### src/rtl/prio_req_ctrl_if.sv
// rtl/prio_req_ctrl_if.sv - Handshake bundle between prio_req_ctrl and its environment
//
// Groups the event inputs, the priority-circuit request/grant loop, the
// service handshake and the sticky error flags.
//   master : the controller side (drives req, svc_*, flags)
//   slave  : the environment side (drives ev, grant, idle, svc_ack, flag_clr)
interface prio_req_ctrl_if;
    logic [7:0] ev;
    logic [7:0] req;
    logic [7:0] grant;
    logic       idle;
    logic       svc_valid;
    logic [2:0] svc_id;
    logic       svc_ack;
    logic       svc_done;
    logic [7:0] overrun;
    logic       to_err;
    logic       proto_err;
    logic       flag_clr;

    modport master (
        input  ev, grant, idle, svc_ack, flag_clr,
        output req, svc_valid, svc_id, svc_done, overrun, to_err, proto_err
    );

    modport slave (
        output ev, grant, idle, svc_ack, flag_clr,
        input  req, svc_valid, svc_id, svc_done, overrun, to_err, proto_err
    );
endinterface

### src/rtl/prio_req_ctrl.sv
// rtl/prio_req_ctrl.sv - Request capture and service sequencer for an 8-input priority circuit
//
// Captures event pulses into pending request bits, hands them to an external
// combinational priority circuit, and runs one service handshake per one-hot
// grant. Requests clear on ack or timeout; overrun/timeout/protocol errors are
// sticky until flag_clr.
//   clk      : rising-edge clock
//   rst_n    : asynchronous active-low reset
//   bus      : master modport of prio_req_ctrl_if
//              in  ev, grant, idle, svc_ack, flag_clr
//              out req, svc_valid, svc_id, svc_done, overrun, to_err, proto_err
module prio_req_ctrl #(
    parameter int TIMEOUT = 16,
    parameter int TO_W    = 5
) (
    input  logic              clk,
    input  logic              rst_n,
    prio_req_ctrl_if.master   bus
);

    typedef enum logic {
        ST_IDLE    = 1'b0,
        ST_SERVICE = 1'b1
    } state_t;

    localparam logic [TO_W-1:0] CNT_LAST = TO_W'(TIMEOUT - 1);

    state_t          state_q, state_d;
    logic [TO_W-1:0] cnt_q, cnt_d;
    logic [2:0]      svc_id_q, svc_id_d;
    logic            svc_done_q, svc_done_d;
    logic [7:0]      req_q, req_d;
    logic [7:0]      overrun_q, overrun_d;
    logic            to_err_q, to_err_d;
    logic            proto_err_q, proto_err_d;

    logic [7:0]      clr;
    logic [2:0]      grant_idx;
    logic            to_set;
    logic            proto_set;

    always_ff @(posedge clk or negedge rst_n) begin
        if (!rst_n) begin
            state_q     <= ST_IDLE;
            cnt_q       <= '0;
            svc_id_q    <= '0;
            svc_done_q  <= 1'b0;
            req_q       <= '0;
            overrun_q   <= '0;
            to_err_q    <= 1'b0;
            proto_err_q <= 1'b0;
        end else begin
            state_q     <= state_d;
            cnt_q       <= cnt_d;
            svc_id_q    <= svc_id_d;
            svc_done_q  <= svc_done_d;
            req_q       <= req_d;
            overrun_q   <= overrun_d;
            to_err_q    <= to_err_d;
            proto_err_q <= proto_err_d;
        end
    end

    always_comb begin
        grant_idx = 3'd0;
        for (int k = 0; k < 8; k++) begin
            if (bus.grant[k]) grant_idx = 3'(k);
        end
    end

    always_comb begin
        state_d    = state_q;
        cnt_d      = cnt_q;
        svc_id_d   = svc_id_q;
        svc_done_d = 1'b0;
        clr        = '0;
        to_set     = 1'b0;
        proto_set  = 1'b0;

        case (state_q)
            ST_IDLE: begin
                if (!bus.idle) begin
                    if ($onehot(bus.grant)) begin
                        svc_id_d = grant_idx;
                        cnt_d    = '0;
                        state_d  = ST_SERVICE;
                    end else begin
                        proto_set = 1'b1;
                    end
                end
            end
            ST_SERVICE: begin
                // Ack is checked first so an ack on the last timeout cycle
                // still completes normally.
                if (bus.svc_ack) begin
                    clr        = 8'b1 << svc_id_q;
                    svc_done_d = 1'b1;
                    state_d    = ST_IDLE;
                end else if (cnt_q == CNT_LAST) begin
                    clr     = 8'b1 << svc_id_q;
                    to_set  = 1'b1;
                    state_d = ST_IDLE;
                end else begin
                    cnt_d = cnt_q + TO_W'(1);
                end
            end
            default: state_d = ST_IDLE;
        endcase

        // An event on the clearing edge re-arms the request and is not an overrun.
        req_d       = (req_q & ~clr) | bus.ev;
        overrun_d   = (bus.flag_clr ? 8'h00 : overrun_q) | (bus.ev & req_q & ~clr);
        to_err_d    = (bus.flag_clr ? 1'b0 : to_err_q) | to_set;
        proto_err_d = (bus.flag_clr ? 1'b0 : proto_err_q) | proto_set;
    end

    assign bus.req       = req_q;
    assign bus.svc_valid = (state_q == ST_SERVICE);
    assign bus.svc_id    = svc_id_q;
    assign bus.svc_done  = svc_done_q;
    assign bus.overrun   = overrun_q;
    assign bus.to_err    = to_err_q;
    assign bus.proto_err = proto_err_q;

endmodule

### src/flat_wrapper.sv
// flat-port wrapper written by rule: the top's interface ports become plain ports
module prio_req_ctrl_flat 
#(
    parameter int TIMEOUT = 16,
    parameter int TO_W    = 5
)
  (clk, rst_n, bus_ev, bus_grant, bus_idle, bus_svc_ack, bus_flag_clr, bus_req, bus_svc_valid, bus_svc_id, bus_svc_done, bus_overrun, bus_to_err, bus_proto_err);
  prio_req_ctrl_if bus_i ();
  input  logic clk;
  input  logic rst_n;
  input wire logic [$bits(bus_i.ev)-1:0] bus_ev;
  input wire logic [$bits(bus_i.grant)-1:0] bus_grant;
  input wire logic [$bits(bus_i.idle)-1:0] bus_idle;
  input wire logic [$bits(bus_i.svc_ack)-1:0] bus_svc_ack;
  input wire logic [$bits(bus_i.flag_clr)-1:0] bus_flag_clr;
  output wire logic [$bits(bus_i.req)-1:0] bus_req;
  output wire logic [$bits(bus_i.svc_valid)-1:0] bus_svc_valid;
  output wire logic [$bits(bus_i.svc_id)-1:0] bus_svc_id;
  output wire logic [$bits(bus_i.svc_done)-1:0] bus_svc_done;
  output wire logic [$bits(bus_i.overrun)-1:0] bus_overrun;
  output wire logic [$bits(bus_i.to_err)-1:0] bus_to_err;
  output wire logic [$bits(bus_i.proto_err)-1:0] bus_proto_err;
  assign bus_i.ev = bus_ev;
  assign bus_i.grant = bus_grant;
  assign bus_i.idle = bus_idle;
  assign bus_i.svc_ack = bus_svc_ack;
  assign bus_i.flag_clr = bus_flag_clr;
  assign bus_req = bus_i.req;
  assign bus_svc_valid = bus_i.svc_valid;
  assign bus_svc_id = bus_i.svc_id;
  assign bus_svc_done = bus_i.svc_done;
  assign bus_overrun = bus_i.overrun;
  assign bus_to_err = bus_i.to_err;
  assign bus_proto_err = bus_i.proto_err;
  prio_req_ctrl #(.TIMEOUT(TIMEOUT), .TO_W(TO_W)) u_core (.clk(clk), .rst_n(rst_n), .bus(bus_i));
endmodule
### config.mk
export PLATFORM = sky130hd
export DESIGN_NAME = prio_req_ctrl_flat
export DESIGN_NICKNAME = d
export VERILOG_FILES = /design/src/rtl/prio_req_ctrl_if.sv /design/src/rtl/prio_req_ctrl.sv /design/src/flat_wrapper.sv
export SDC_FILE = /design/constraint.sdc
export NUM_CORES = 1
export LEC_CHECK = 0
export ABC_CLOCK_PERIOD_IN_PS = 5450
export BUFFER_PORTS_ARGS = -buffer_cell sky130_fd_sc_hd__buf_2
export CAP_MARGIN = 5
export CORE_MARGIN = 1.5
export CORE_UTILIZATION = 30
export CTS_CLUSTER_DIAMETER = 150
export DETAILED_ROUTE_END_ITERATION = 10
export SKIP_LAST_GASP = 1
export SYNTH_ARGS = -nofsm -noshare
export SYNTH_HDL_FRONTEND = slang
export SYNTH_SLANG_ARGS = --single-unit
### constraint.sdc
create_clock -name clk -period 5.45 [get_ports clk]
set_clock_uncertainty 0.1 [all_clocks]
set_input_delay 0.8175 -clock clk [delete_from_list [all_inputs] [get_ports clk]]
set_output_delay 0.8175 -clock clk [all_outputs]
set_load 0.1 [all_outputs]
==> results by group, run 1 <==
Run status
  – Status: finished clean

Detailed routing
  – 1st-iter DRT viols: 27
  – Pre-antenna DRT Iters: 3
  – Routed WL: 2820 microns
  – Met3 routed WL: 125 microns
  – Wire per inst: roughly 11 microns
  – Via Count: 1111
  – # DRC: 0
  – Antenna Violating Nets Remaining: 0
  – Vias per cell: 4.37
  – M1 WL: 1320 microns
  – Max Used Layer: met3
  – Met2 WL: 1370 microns

Setup path
  – Critical-path maximum fanout: 4
  – CP Capture Type: flip-flop
  – WS Path Type: input port to flip-flop
  – Top cell by count, worst path: fa_1
  – Largest stage delay on the critical path: 0.54 ns
  – R2R Path Start: u_core.cnt_q[0]$_DFFE_PN0P_
  – CP Buf/Inv Count: 3
  – Nature of the critical path startpoint: input port
  – Top delay family on crit path: adder cells
  – Critical Path Source: bus_grant[6]
  – Slowest-stage cell, CP: or4b_4
  – Worst-path cell chain: buf_2 -> ha_1 -> fa_1 -> inv_1 -> fa_1 -> inv_1 -> ha_1 -> fa_1 -> or4b_4 -> o31ai_4 -> mux2i_1
  – Crit path required time: 5.49 ns
  – Worst Path Arrival: a little under 4 ns

STA
  – Fmax: 0.260 GHz
  – # setup viols final: 0
  – Max Slew Vio Count: 0
  – Final hold viol count: 0
  – Tcrit/Tclk final: 70.5%
  – Worst Tran Pin Value: about 0.61 ns
  – RSZ-0062 raised after global routing: no
  – Final setup TNS: 0 ns
  – Slew Limit Headroom: 59.3%
  – Period minus WS final: just under 4 ns

Power
  – Sequential power share: 37.5%
  – Sw power: around 0.38 mW
  – Switching share of total power: 49.4%
  – Pint: 0.390 mW
  – Combinational cell fraction of total power: 46.5%
  – Max VDD drop: 0.000137 V
  – Pwr Density: 429 nW/um^2
  – Pleak: 0.887 nW
  – Clock power frac: 16.0%

Finish
  – Nets: around 220
  – Layout area overhead: 22.8%
  – Post-route cell area: 1800 sq um
  – Fraction of layout cells with a size suffix above 1: 27.3%
  – Commonest non-fill, non-tap cell in the layout: buf_2
  – Ant diodes: 0
  – Most frequent cells in the layout: 43 x buf_2, 35 x inv_1, 28 x dfrtp_1

Clock network
  – Clock Tree Buf Depth: 2
  – Clk sinks: 28
  – Cts bufs inserted: 3
  – CTS Hold Bufs: 0
  – Worst-Skew Late Latency: approximately 0.26 ns
  – Clock root buffer: clkbuf_8
  – # resized after CTS: 0
  – Worst-path clk slew: 0.09 ns
  – H-tree Lvls: 1
  – CTS tree: yes
  – Setup bufs post-CTS: 0

Global routing
  – First-pass GRT wire length: 4930 microns
  – Grt total ovfl: 0
  – Total global routing track utilization: 11.6%
  – Largest net degree at the start of global routing: 29
  – Vias in the first global route: 1133
  – Initial antenna violation count: 0

Synth
  – Mux cell area share after synthesis: 0.684%
  – Largest area contributor in the netlist: dfrtp_1
  – Post-synthesis simple-gate area fraction: 11.0%
  – Post-Syn Nets: ~180
  – Register area share after synthesis: 47.9%
  – Synth Area in Compound Gates: about 15%
  – Synthesis warning total: 0
  – Xor/xnor cell area share of the yosys netlist: 0.598%
  – Cells after Synth: 143
  – #FFs+latches synth: 28
  – Post-Synth Adder-Cell Area: 14.0%
  – Synth top area share: 47.9%
  – Combinational family with the most area after synthesis: compound AO/OA/AOI/OAI gates
  – Count of cell types in the netlist: 31
  – Ranking of synthesized cells by area: dfrtp_1 48%, inv_1 9.0%, ha_1 8.5%, fa_1 5.5%, o22ai_1 5.1%
  – Synthesized area: 1460 sq um
  – Syn_area_per_cell: between 10 and 15 sq um

Floorplan
  – Core area: 4720 sq um
  – Placement Rows: 25
  – IO Count: 44
  – Die ar.: 5310 sq um
  – Initial Utilization: a little under a third
  – Die X: about 73 microns
  – Die Ht: 72.9 microns

Min path
  – Hold Startpoint: u_core.cnt_q[0]$_DFFE_PN0P_
  – Tightest Hold Check Type: flip-flop to flip-flop

Placed design
  – Port bufs: 43
  – Post-DP HPWL: 2240 microns
  – Routability-driven placement congestion ratio: approximately 0.74
  – DP Area: ~1700 sq um

Run
  – Max-cap violation count: 0
==> metrics by stage <==
step                power [mW]  cells  worst slack (ns)  utilization, %  hold WS, ns
global placement         0.652    250              1.37            36.9        0.400
global route             0.819    254              1.48            38.1        0.431
finish                   0.772    254              1.61            38.1        0.413
detailed placement       0.656    250              1.30            36.9        0.406
floorplan                0.587    143              1.56               -        0.379
CTS                      0.780    254              1.60            38.1        0.419
==> logic make-up after synthesis <==
group           after synthesis
buf+inv                      38
compound gates               32
simple gates                 29
flops                        28
fa+ha+maj                    14
xor+xnor                      1
mux                           1
==> cell type report <==
class,instances,area [sq um]
clock buffer,4,55.1
fill,476,2930
inverter,35,131
multi-input combinational,77,612
sequential,28,701
tap,67,83.8
timing repair buffer,43,215
==> power by group through the flow <==
stage	sequential, mW	clock (mW)	combinational, mW
after detailed placement	0.293	0	0.362
after floorplan	0.461	0	0.126
after global routing	0.296	0.137	0.385
after CTS	0.290	0.128	0.363
final	0.289	0.124	0.359
after global placement	0.294	0	0.358
==> metal layers <==
metal	vias to the layer above	GRT usage [%]
li1	563	-
met2	32	20.1
met4	0	3.14
met3	0	1.66
met5	-	0
met1	516	15.2
==> Yosys cell counts <==
cell,count
inv_1,35
dfrtp_1,28
nand2_1,14
o22ai_1,12
ha_1,10
o21ai_0,5
fa_1,4
o31ai_1,4
a21oi_1,3
a31oi_1,3
nand2b_1,3
nor2_1,3
a221o_1,1
and2_1,1
and3_1,1
buf_6,1
clkbuf_1,1
clkbuf_2,1
mux2i_1,1
nand3_1,1
nand3b_1,1
nor3_4,1
nor4b_1,1
o211ai_1,1
o221ai_2,1
o31ai_4,1
o41ai_1,1
or3_1,1
or3b_1,1
or4b_4,1
xnor2_1,1
==> path summary, 6_finish.rpt <==
path	to	slack [ns]	cells past startpoint
min reg2reg	u_core.cnt_q[0]$_DFFE_PN0P_	0.41	1
max	u_core.cnt_q[0]$_DFFE_PN0P_	1.61	11
min	u_core.cnt_q[0]$_DFFE_PN0P_	0.41	1
max reg2reg	u_core.cnt_q[2]$_DFFE_PN0P_	3.36	6
min in group asynchronous	u_core.bus.overrun[6]$_DFF_PN0_	0.45	1
max in group asynchronous	u_core.bus.svc_id[1]$_DFFE_PN0P_	4.40	1
==> flip-flops by register name (all words and copies together), names as in the netlist <==
| signal | cells |
|---|---|
| u_core.bus.svc_valid | 1 |
| u_core.bus.svc_id | 3 |
| u_core.bus.req | 8 |
| u_core.cnt_q | 5 |
| u_core.bus.overrun | 8 |
| u_core.bus.proto_err | 1 |
| u_core.bus.to_err | 1 |
| u_core.bus.svc_done | 1 |
Power figures use the tool's default switching activity.
==> run 2, diff against run 1 <==
--- a/config.mk
+++ b/config.mk
@@ -5,7 +5,8 @@
 export SDC_FILE = /design/constraint.sdc
 export NUM_CORES = 1
 export LEC_CHECK = 0
-export ABC_CLOCK_PERIOD_IN_PS = 5450
+export ABC_AREA = 1
+export ABC_CLOCK_PERIOD_IN_PS = 3600
 export BUFFER_PORTS_ARGS = -buffer_cell sky130_fd_sc_hd__buf_2
 export CAP_MARGIN = 5
 export CORE_MARGIN = 1.5
==> constraint.sdc (replaced) <==
create_clock -name clk -period 3.6 [get_ports clk]
set_clock_uncertainty 0.1 [all_clocks]
set_input_delay 0.54 -clock clk [delete_from_list [all_inputs] [get_ports clk]]
set_output_delay 0.54 -clock clk [all_outputs]
set_load 0.1 [all_outputs]
==> run 2 against run 1 <==
Core utilization is 0.12 points lower. Combinational power is 57% higher. Synthesized cell count is 11% higher. Critical path depth is 3 higher. Worst hold slack worse by 0.24 ns. Largest power group unchanged. Die area is 0.49% lower. Cell count is 2.0% higher. Clock-buffer cell count is 1 lower. Register-to-register slack worse by 1.6 ns. Global-route usage is 0.060 points higher. Via count is 2.0% higher.
==> results by group, run 2 <==
Setup path
  – Critical-path maximum fanout: 7 (+3)
  – Worst Path Arrival: 3.31 ns (-0.57 ns)
  – Top cell by count, worst path: fa_1
  – Worst-path cell chain: buf_2 -> ha_1 -> fa_1 -> inv_1 -> fa_1 -> inv_1 -> ha_1 -> fa_1 -> nor2_1 -> nand3_4 -> nand2_2 -> inv_2 -> nand2_1 -> o21ai_1
  – Nature of the critical path startpoint: input port
  – CP Capture Type: flip-flop
  – Slowest-stage cell, CP: fa_1
  – CP Buf/Inv Count: 4 (+1)
  – Worst r2r path cells: 10 (+4)
  – WP depth: 14 (+3)
  – Crit path required time: 3.65 ns (-1.84 ns)
  – Top delay family on crit path: adder cells
  – Largest stage delay on the critical path: 0.54 ns (about the same)
  – WS Path Type: input port to flip-flop

Floorplan
  – Core area: 4690 sq um (-0.66%)
  – IO Count: 44 (unchanged)
  – Die ar.: 5280 sq um (-0.49%)
  – Die X: 72.7 microns (-0.25%)
  – Die Ht: 72.7 microns (-0.25%)
  – Initial Utilization: 31.0% (+0.047 points)
  – Placement Rows: 25 (unchanged)

Detailed routing
  – Antenna Violating Nets Remaining: 0 (unchanged)
  – Via Count: 1133 (+2.0%)
  – 1st-iter DRT viols: 41 (+52%)
  – Wire per inst: 10.7 microns (-3.3%)
  – Routed WL: 2780 microns (-1.4%)
  – Vias per cell: 4.37 (about the same)
  – # DRC: 0 (unchanged)
  – Pre-antenna DRT Iters: 4 (+1)

Clock network
  – Clk sinks: 28 (unchanged)
  – # resized after CTS: 0 (unchanged)
  – Worst-Skew Late Latency: 0.26 ns (about the same)
  – CTS Hold Bufs: 0 (unchanged)
  – Clock Tree Buf Depth: 2 (unchanged)
  – CTS tree: yes
  – Worst-path clk slew: 0.09 ns (about the same)
  – Clock root buffer: clkbuf_8
  – H-tree Lvls: 1 (unchanged)
  – Cts bufs inserted: 3 (unchanged)
  – Setup bufs post-CTS: 0 (unchanged)

Finish
  – Fraction of layout cells with a size suffix above 1: 26.8% (-0.44 points)
  – Layout area overhead: 22.3%
  – Nets: 242 (+8.5%)
  – Most frequent cells in the layout: 46 x nand2_1, 43 x buf_2, 28 x dfrtp_1
  – Commonest non-fill, non-tap cell in the layout: nand2_1
  – Ant diodes: 0 (unchanged)

Synth
  – #FFs+latches synth: 28 (unchanged)
  – Synthesized area: 1460 sq um (-0.51%)
  – Ranking of synthesized cells by area: dfrtp_1 48%, nand2_1 12%, ha_1 8.6%, inv_1 5.7%, fa_1 5.5%
  – Register area share after synthesis: 48.1% (+0.25 points)
  – Top cells by count, synth: 46 x nand2_1, 28 x dfrtp_1, 22 x inv_1
  – Largest area contributor in the netlist: dfrtp_1
  – Cells after Synth: 159 (+11%)
  – Async set-or-reset flop fraction in the synthesized netlist: 100% (unchanged)
  – Synthesis warning total: 0 (unchanged)
  – Post-Syn Nets: 194 (+9.0%)
  – Synth top area share: 48.1% (+0.25 points)
  – Count of cell types in the netlist: 23 (-26%)
  – Ys flop type: dfrtp_1
  – Syn_area_per_cell: 9.16 sq um (-11%)
  – Top-count cell post-synth: nand2_1
  – Post-synth EDFFs: 0 (unchanged)

STA
  – Final setup TNS: 0 ns (unchanged)
  – Fmax: 0.307 GHz
  – Max Slew Vio Count: 0 (unchanged)
  – RSZ-0062 raised after global routing: no
  – Period minus WS final: 3.26 ns
  – Slew Limit Headroom: 59.0% (-0.24 points)
  – Hold_ws: 0.177 ns (-0.236 ns)
  – Tcrit/Tclk final: 90.5%
  – Worst Tran Pin Value: 0.614 ns (+0.00359 ns)
  – # setup viols final: 0 (unchanged)
  – Final hold viol count: 0 (unchanged)

Run status
  – Status: finished clean

Placed design
  – Routability-driven placement congestion ratio: 0.831 (+13%)
  – Post-DP HPWL: 2270 microns (+1.6%)
  – Port bufs: 43 (unchanged)

Power
  – Pleak: 0.919 nW (+3.6%)
  – Pwr Density: 653 nW/um^2 (+52%)
  – Max VDD drop: 0.000289 V (+110%)

Global routing
  – Total global routing track utilization: 11.7% (+0.060 points)
  – Initial antenna violation count: 0 (unchanged)
  – First-pass GRT wire length: 4800 microns (-2.5%)
  – Grt total ovfl: 0 (unchanged)
  – Vias in the first global route: 1119 (-1.2%)
  – Largest net degree at the start of global routing: 29 (unchanged)

Min path
  – Tightest Hold Check Type: input port to async pin

Run
  – Max-cap violation count: 0 (unchanged)
==> run 2: where the power goes <==
part           switching (mW)  internal (mW)  total (mW)
Sequential             0.0621          0.374       0.436
Clock                  0.0875         0.0749       0.162
Combinational           0.450          0.115       0.565
==> run 2: cell families after synthesis <==
| family | after synthesis | share of synthesized area, % |
|---|---|---|
| adders and majority gates | 14 | 14.1 |
| AOI/OAI and AO/OA | 18 | 8.50 |
| buffers and inverters | 24 | 6.19 |
| and+or+nand+nor | 75 | 23.1 |
| DFF | 28 | 48.1 |
==> run 2: routing by layer <==
metal / GRT usage (%) / wire length (microns) / part of all wire, % / vias to the layer above
met5: 0 / 0 / 0 / -
met4: 3.14 / 8 / 0.29 / 0
met3: 2.62 / 153 / 5.5 / 2
met2: 18.9 / 1220 / 44 / 28
met1: 15.8 / 1390 / 50 / 507
li1: - / - / - / 596
==> run 2: area by class of cell <==
| class | count | area [sq um] |
|---|---|---|
| clock buffer | 3 | 41.3 |
| inverter | 24 | 90.1 |
| tap | 54 | 67.6 |
| multi-input combinational | 107 | 666 |
| fill | 485 | 2910 |
| sequential | 28 | 701 |
| timing repair buffer | 43 | 215 |
==> run 2: per-stage QoR <==
| stage | util, % | setup slack [ns] | cells | power [mW] | area, sq um |
|---|---|---|---|---|---|
| after floorplan | - | 0.297 | 159 | 0.898 | 1460 |
| after detailed placement | 37.1 | 0.0430 | 256 | 1.01 | 1740 |
| final | 37.9 | 0.341 | 259 | 1.16 | 1780 |
| after global routing | 37.9 | 0.161 | 259 | 1.24 | 1780 |
| after global placement | 37.1 | 0.0892 | 256 | 1.01 | 1740 |
| after CTS | 37.9 | 0.322 | 259 | 1.18 | 1780 |
==> run 2: worst paths after layout <==
kind	startpoint	to	slack, ns
worst max-delay path	bus_grant[6]	u_core.cnt_q[0]$_DFFE_PN0P_	0.34
worst min register to register	u_core.bus.overrun[7]$_DFF_PN0_	u_core.bus.overrun[7]$_DFF_PN0_	0.38
worst min-delay path	rst_n	u_core.bus.overrun[1]$_DFF_PN0_	0.18
max in group asynchronous	rst_n	u_core.bus.overrun[6]$_DFF_PN0_	2.82
worst max register to register	u_core.cnt_q[0]$_DFFE_PN0P_	u_core.cnt_q[0]$_DFFE_PN0P_	1.79
min in group clk	bus_ev[1]	u_core.bus.req[1]$_DFF_PN0_	0.36
==> run 3, diff against run 2 <==
--- a/config.mk
+++ b/config.mk
@@ -13,6 +13,7 @@
 export CORE_UTILIZATION = 30
 export CTS_CLUSTER_DIAMETER = 150
 export DETAILED_ROUTE_END_ITERATION = 10
+export PLACE_DENSITY = 0.53
 export SKIP_LAST_GASP = 1
 export SYNTH_ARGS = -nofsm -noshare
 export SYNTH_HDL_FRONTEND = slang
==> run 3 against run 2 <==
Highest routed layer unchanged. Non-clock buffer count unchanged. Register-to-register slack worse by 0.02 ns. Clock-buffer cell count up 1.
==> results by group, run 3 (synthesized netlist as in run 2, its figures left out) <==
Run status
  – Status: finished clean

Finish
  – Nets: 242 (unchanged)
  – Fillers: 509 (+4.9%)
  – Layout area overhead: 23.2%
  – Fraction of layout cells with a size suffix above 1: 27.2% (+0.36 points)
  – Ant diodes: 0 (unchanged)
  – Commonest non-fill, non-tap cell in the layout: nand2_1
  – Final core occ: 38.2% (+0.29 points)
  – Most frequent cells in the layout: 46 x nand2_1, 43 x buf_2, 28 x dfrtp_1
  – Post-route insts no fill: 260 (+0.39%)

Global routing
  – Grt total ovfl: 0 (unchanged)
  – Largest net degree at the start of global routing: 29 (unchanged)
  – Initial antenna violation count: 0 (unchanged)
  – First-pass GRT wire length: 5060 microns (+5.5%)
  – Vias in the first global route: 1154 (+3.1%)
  – Total global routing track utilization: 12.2% (+0.52 points)

Placed design
  – Port bufs: 43 (unchanged)
  – Routability-driven placement congestion ratio: 0.748 (-10%)
  – Setup WS pre-CTS: 0.0596 ns (+0.0166 ns)
  – Post-DP HPWL: 2320 microns (+2.2%)
  – Dpl cells: 256 (unchanged)

Detailed routing
  – Antenna Violating Nets Remaining: 0 (unchanged)
  – Pre-antenna DRT Iters: 4 (unchanged)
  – # DRC: 0 (unchanged)
  – Vias per cell: 4.44 (+1.5%)
  – Via Count: 1155 (+1.9%)
  – Wire per inst: 11.1 microns (+3.6%)
  – Routed WL: 2890 microns (+4.0%)
  – 1st-iter DRT viols: 53 (+29%)

Setup path
  – Top delay family on crit path: adder cells
  – CP Capture Type: flip-flop
  – Worst-path cell chain: buf_2 -> ha_1 -> fa_1 -> inv_1 -> fa_1 -> inv_1 -> ha_1 -> fa_1 -> nor2_1 -> nand3_4 -> nand2_2 -> inv_2 -> nand2_1 -> o21ai_2
  – Top cell by count, worst path: fa_1
  – Slowest-stage cell, CP: fa_1
  – Largest stage delay on the critical path: 0.54 ns (about the same)
  – WS Path Type: input port to flip-flop
  – Worst Path Arrival: 3.30 ns (about the same)
  – Crit path required time: 3.67 ns (+0.02 ns)
  – Nature of the critical path startpoint: input port
  – CP Buf/Inv Count: 4 (unchanged)
  – Critical-path maximum fanout: 7 (unchanged)

Clock network
  – CTS Hold Bufs: 0 (unchanged)
  – Setup bufs post-CTS: 0 (unchanged)
  – Clk sinks: 28 (unchanged)
  – Clock Tree Buf Depth: 2 (unchanged)
  – Clock root buffer: clkbuf_8
  – H-tree Lvls: 1 (unchanged)
  – Worst-Skew Late Latency: 0.27 ns (about the same)
  – CTS tree: yes
  – Worst-path clk slew: 0.09 ns (about the same)
  – # resized after CTS: 0 (unchanged)
  – Cts bufs inserted: 3 (unchanged)

STA
  – Final setup TNS: 0 ns (unchanged)
  – Final setup margin: 0.363 ns (+0.0220 ns)
  – Slew Limit Headroom: 58.6% (-0.46 points)
  – # setup viols final: 0 (unchanged)
  – Final hold viol count: 0 (unchanged)
  – Max Slew Vio Count: 0 (unchanged)
  – Worst Tran Pin Value: 0.621 ns (+0.00691 ns)
  – RSZ-0062 raised after global routing: no
  – Fmax: 0.309 GHz (+0.68%)
  – Period minus WS final: 3.24 ns (-0.0220 ns)
  – Tcrit/Tclk final: 89.9% (-0.61 points)

Floorplan
  – IO Count: 44 (unchanged)
  – Core area: 4690 sq um (unchanged)
  – Die Ht: 72.7 microns (unchanged)
  – Die ar.: 5280 sq um (unchanged)
  – Initial Utilization: 31.0% (unchanged)
  – Placement Rows: 25 (unchanged)
  – Die X: 72.7 microns (unchanged)

Power
  – Max VDD drop: 0.000299 V (+3.4%)
  – Pwr Density: 664 nW/um^2 (+1.6%)
  – Pleak: 0.926 nW (+0.78%)
  – Power Total: 1.19 mW (+2.4%)

Run
  – Max-cap violation count: 0 (unchanged)

Min path
  – Tightest Hold Check Type: input port to async pin
==> run 3: area by class of cell <==
class	instances	area, sq um	area share (%)
inverters	24	90.1	5.02
well taps	54	67.6	3.77
clock buffers	4	55.1	3.07
flip-flops and latches	28	701	39.1
repair buffers	43	215	12.0
multi-input cells	107	666	37.1
==> run 3: metrics by stage <==
| step | hold slack (ns) | cell area (sq um) |
|---|---|---|
| CTS | 0.199 | 1790 |
| global placement | 0.357 | 1740 |
| floorplan | 0.144 | 1460 |
| detailed placement | 0.362 | 1740 |
| finish | 0.174 | 1790 |
| global route | 0.225 | 1790 |
==> run 3: metal layers <==
layer	GRT usage (%)	vias up	share of wire [%]
li1	-	594	-
met1	15.7	535	48
met2	21.1	24	46
met3	2.62	2	5.5
met4	2.52	0	0.59
met5	0	-	0
==> run 3: path summary, 6_finish.rpt <==
check                                                 from                         endpoint  slack (ns)  depth (start not counted)
min in group clk                                 bus_ev[6]      u_core.bus.req[6]$_DFF_PN0_        0.36                          2
max in group asynchronous                            rst_n      u_core.cnt_q[1]$_DFFE_PN0P_        2.82                          1
max                                           bus_grant[6]      u_core.cnt_q[2]$_DFFE_PN0P_        0.36                         14
min reg2reg                u_core.bus.overrun[0]$_DFF_PN0_  u_core.bus.overrun[0]$_DFF_PN0_        0.38                          2
max reg2reg                    u_core.cnt_q[0]$_DFFE_PN0P_      u_core.cnt_q[2]$_DFFE_PN0P_        1.77                         10
min                                                  rst_n  u_core.bus.overrun[5]$_DFF_PN0_        0.17                          1
==> run 3: where the power goes <==
group	internal [mW]	leakage, nW	switching, mW
Combinational	0.114	0.586	0.449
Sequential	0.374	0.311	0.0632
Clock	0.0977	0.0288	0.0941
Total	0.586	0.926	0.606
